--- config.mk ---
export PLATFORM = sky130hd
export DESIGN_NAME = median_result_writer
export DESIGN_NICKNAME = d
export VERILOG_FILES = /design/src/rtl/median_result_writer.sv
export SDC_FILE = /design/constraint.sdc
export NUM_CORES = 1
export LEC_CHECK = 0
export BUFFER_PORTS_ARGS = -buffer_cell sky130_fd_sc_hd__buf_2
export CAP_MARGIN = 20
export CORE_ASPECT_RATIO = 1.4
export CORE_UTILIZATION = 25
export DETAILED_ROUTE_END_ITERATION = 8
export GPL_TIMING_DRIVEN = 1
export PLACE_DENSITY = 0.4
export SETUP_SLACK_MARGIN = 0.2
export SLEW_MARGIN = 15
export SYNTH_ARGS = -nofsm -noshare
export SYNTH_HDL_FRONTEND = slang
export SYNTH_SLANG_ARGS = --single-unit
--- constraint.sdc ---
create_clock -name clk -period 3.13 [get_ports clk]
set_clock_uncertainty 0.05 [all_clocks]
set_input_delay 0.1565 -clock clk [delete_from_list [all_inputs] [get_ports clk]]
set_output_delay 0.1565 -clock clk [all_outputs]
set_load 0.01 [all_outputs]
--- src/rtl/median_result_writer.sv ---
// median_result_writer: sink for the median filter result stream.
// Checks that result pixels arrive in raster order, packs the 1-bit pixels
// LSB-first into bytes and writes each byte to the output frame RAM.
// frameDone goes high when the frame completes so readout can start.

module median_result_writer #(
  parameter int OUT_WIDTH  = 238,
  parameter int OUT_HEIGHT = 178,
  parameter int ADDR_WIDTH = 13
) (
  input  logic                  clk,
  input  logic                  reset,
  input  logic                  frameStart,
  input  logic                  writeEnable,
  input  logic [7:0]            xMedianAddress,
  input  logic [7:0]            yMedianAddress,
  input  logic                  dataOut,
  output logic                  memWrite,
  output logic [ADDR_WIDTH-1:0] memAddress,
  output logic [7:0]            memData,
  output logic [15:0]           pixelCount,
  output logic                  busy,
  output logic                  frameDone,
  output logic                  seqError
);

  localparam logic [15:0] WIDTH16  = 16'(OUT_WIDTH);
  localparam logic [15:0] HEIGHT16 = 16'(OUT_HEIGHT);
  localparam logic [15:0] LAST_IDX = 16'(OUT_WIDTH * OUT_HEIGHT - 1);

  typedef enum logic [1:0] {
    IDLE,
    COLLECT,
    DONE
  } stateT;

  stateT       state;
  logic [15:0] expectedIdx;
  logic [7:0]  pack;

  logic [15:0] pixelIdx;
  logic        inRange;
  logic        collecting;
  logic        accept;
  logic        reject;
  logic        isLast;
  logic        endOfByte;
  logic [7:0]  filledByte;
  logic [7:0]  keepMask;

  // Decode the incoming result: raster index, accept/reject, and the byte
  // as it would look with this pixel merged in. keepMask zeroes the bit
  // positions above the current pixel so a short final byte is clean.
  always_comb begin
    pixelIdx   = {8'd0, yMedianAddress} * WIDTH16 + {8'd0, xMedianAddress};
    inRange    = ({8'd0, xMedianAddress} < WIDTH16) &&
                 ({8'd0, yMedianAddress} < HEIGHT16);
    collecting = writeEnable && (state == COLLECT) && !frameStart;
    accept     = collecting && inRange && (pixelIdx == expectedIdx);
    reject     = collecting && !accept;
    isLast     = (pixelIdx == LAST_IDX);
    endOfByte  = (pixelIdx[2:0] == 3'd7);
    filledByte = pack;
    filledByte[pixelIdx[2:0]] = dataOut;
    keepMask   = 8'hFF >> (3'd7 - pixelIdx[2:0]);
  end

  // Frame FSM with pixel packing and registered RAM write port. frameStart
  // has priority over everything else and also serves as the abort path,
  // so a partially packed byte is simply discarded without a write.
  always_ff @(posedge clk or negedge reset) begin
    if (!reset) begin
      state       <= IDLE;
      expectedIdx <= '0;
      pack        <= '0;
      memWrite    <= 1'b0;
      memAddress  <= '0;
      memData     <= '0;
      pixelCount  <= '0;
      busy        <= 1'b0;
      frameDone   <= 1'b0;
      seqError    <= 1'b0;
    end else begin
      memWrite <= 1'b0;
      if (frameStart) begin
        state       <= COLLECT;
        expectedIdx <= '0;
        pack        <= '0;
        pixelCount  <= '0;
        busy        <= 1'b1;
        frameDone   <= 1'b0;
        seqError    <= 1'b0;
      end else if (accept) begin
        expectedIdx <= expectedIdx + 16'd1;
        pixelCount  <= pixelCount + 16'd1;
        if (endOfByte || isLast) begin
          memWrite   <= 1'b1;
          memAddress <= ADDR_WIDTH'(pixelIdx >> 3);
          memData    <= filledByte & keepMask;
          pack       <= '0;
        end else begin
          pack <= filledByte;
        end
        if (isLast) begin
          state     <= DONE;
          busy      <= 1'b0;
          frameDone <= 1'b1;
        end
      end else if (reject) begin
        seqError <= 1'b1;
      end
    end
  end

endmodule

==> out/summary.txt <==
failing checks = negative setup slack
flop-to-flop setup slack = -0.35 ns
via count = 5,697
# DRC = 0
GR Overflow Total = 0
dominant synthesized flop cell = dfrtp_1
multiplexer share of the synthesized area = 4.28%
largest net degree at the start of global routing = 54
Mapped Cells = 638
CP Capture Type = flop
final hold slack = 0.195 ns
Synth top area share = 27.1%
max cap viols = 0
Syn Area/Cell = 9.25 um2
combinational family with the most area after synthesis = simple AND/OR/NAND/NOR gates
Layout fillers = 2,366
Final Max Tran Viols = 0
YS warnings = 0
root buf cell = clkbuf_16
FMAX = 170 MHz
layout cell share with drive strength beyond 1 = 40.1%
vias per inst = 4.86
area leader, netlist = dfrtp_1
pwr dens = 959 nW/um2
DR iter-0 viols = 146
VDD IR max = 0.434 mV
RSZ-0062 raised after global routing = true
Worst Tran Pin Value = 0.759 ns
Max-slew headroom = 49.4%
vias in the first global route = 6,157
WL final = 18,600 um
top post-synthesis cells by count = 64 x dfrtp_1, 53 x a21oi_1, 51 x ha_1, 47 x inv_1, 44 x nand2_1
worst r2r path cells = 11
1st-pass router iterations = 4
antenna viol nets, final = 0
Synth Area in Simple Gates = 21.5%
setup TNS = -166.57 ns
core area = 23,200 um2
Critical Path AT = 6.09 ns
Detail Placement HPWL = 14,200 um
routability-driven placement congestion ratio = 0.808
antenna violations before repair = 0
Post-synth ARST share = 100%
Mapped Area = 5900 um2
Setup crit start kind = input pin
post-synthesis xor/xnor area fraction = 7.06%
DIE AREA = 24,200 um2
min-delay worst type = input pin to flop
Post-synth EDFFs = 0
Seq/Total Area, Yosys = 27.1%
Rows = 66
Final nets = 956
Synth Area in Adders = 17.9%
top-count cell post-synth = dfrtp_1
# diodes = 0
Die Ht = 184 um
final setup vio count = 64
outcome = finished, violations left
final worst slack = -2.75 ns
CTS tree = built
clock transition at the registers of the reported paths = 0.05 ns
cts bufs inserted = 9
GRT Util Overall = 15.7%
synth top area cells = dfrtp_1 27%, ha_1 11%, fa_1 7.1%
synth unique cells = 73
CP required = 3.34 ns
Bufs on Longest Clock Path = 2
Final Hold Fails = 0
crit path kind = input pin to flop
part of the cycle the worst path needs = 188%
worst-skew pair later-pin latency = 0.34 ns
input/output buffers = 61
final core occ = 37.5%
Final min period = 5.88 ns
WL/cell = 15.8 um
io pins = 62
Leak = 4.13 nW
Synth Area in Compound Gates = 17.3%
# clock sinks = 64
H-tree depth = 3
Worst Path Max Fanout = 27
Place WS = -3.26 ns
Initial Util = 25.4%
Syn-to-layout area delta = 47.3%
die outline width = 132 um
post-synthesis register bit count = 64
Hold Path Depth = 3
syn_nets = 731
global-route wire length before repair = 30,200 um
[worst max-delay path, cell delays in order]
cell and delay [ns]:
buf_8 0.08, clkinvlp_4 0.09, fa_1 0.51, fa_1 0.50, inv_1 0.05, fa_1 0.48
inv_1 0.05, fa_1 0.50, inv_2 0.05, ha_4 0.29, buf_6 0.10, o21ai_2 0.04
o21bai_1 0.19, buf_4 0.17, nor3_4 0.04, or4_4 0.57, nor4_4 0.38, a21oi_2 0.11
or3_4 0.42, a2111o_2 0.52, buf_12 0.18, or4_4 0.48, a21oi_2 0.14
[placed cells by master, fill, tap and decap left out, drive strengths merged, types with 21 or more instances in the layout]
cell and n:
buf 236, dfrtp 64, a21oi 53, ha 51, inv 46, nand2 44, o21ai 35, nor2 24
nand3 22, fa 21, or3 21
[final timing paths]
kind                                               to                  startpoint
max                        pixelCount[15]$_DFFE_PN0P_           yMedianAddress[3]
min                               pack[6]$_DFFE_PN0P_                     dataOut
max reg2reg                pixelCount[15]$_DFFE_PN0P_  expectedIdx[3]$_DFFE_PN0P_
min reg2reg                    memData[5]$_DFFE_PN0P_      memData[5]$_DFFE_PN0P_
max in group asynchronous         pack[5]$_DFFE_PN0P_                       reset
min in group asynchronous   pixelCount[1]$_DFFE_PN0P_                       reset
[per-layer routing]
layer / track usage [%] / vias to the layer above / wire length [um]
li1: - / 2797 / -
met1: 17.3 / 2792 / 7680
met5: 0 / - / 0
met2: 30.6 / 85 / 10200
met4: 5.77 / 0 / 339
met3: 1.54 / 23 / 367
[what timing repair did]
action / in CTS / in global routing
endpoints found under the setup margin: 64 / 64
setup buffers: 17 / 5
resized for setup: 60 / 50
endpoints found under the hold margin: 29 / 0
pin swaps: 9 / 9
hold buffers: 1 / 0
gates cloned: 0 / 3
[flip-flops by register name, indices dropped and copies added, names as in the netlist]
| signal | cells |
|---|---|
| expectedIdx | 16 |
| memWrite | 1 |
| seqError | 1 |
| pack | 7 |
| memData | 8 |
| memAddress | 13 |
| state | 1 |
| frameDone | 1 |
| pixelCount | 16 |
[final cells by class]
cell class                      instances  area (um2)  area share [%]
Clock buffer                           15         268            3.08
Inverter                               47         180            2.07
Multi-Input combinational cell        502        4460            51.3
Sequential cell                        64        1600            18.4
Tap cell                              306         383            4.40
Timing Repair Buffer                  239        1800            20.7
[metrics by stage]
step / std cells / power, mW / instance area [um2]
2_1_floorplan: 638 / 4.19 / 6040
3_3_place_gp: 1132 / 6.59 / 7740
6_report: 1173 / 8.34 / 8700
4_1_cts: 1165 / 8.15 / 8430
3_5_place_dp: 1132 / 6.61 / 7740
5_1_grt: 1173 / 8.98 / 8700
[cells by family after synthesis]
kind of cell             count (synthesis)
multiplexers                            23
XOR/XNOR                                31
adder cells (fa/ha/maj)                 72
AND/OR/NAND/NOR                        219
buffers and inverters                   72
flip-flops                              64
AO/OA/AOI/OAI                          157
[where the power goes]
group          internal (mW)  switching, mW  total [mW]
Sequential             0.829       0.000672       0.830
Combinational           3.48           3.11        6.58
Clock                  0.576          0.352       0.928
Total                   4.88           3.46        8.34
Power figures use the tool's default switching activity.
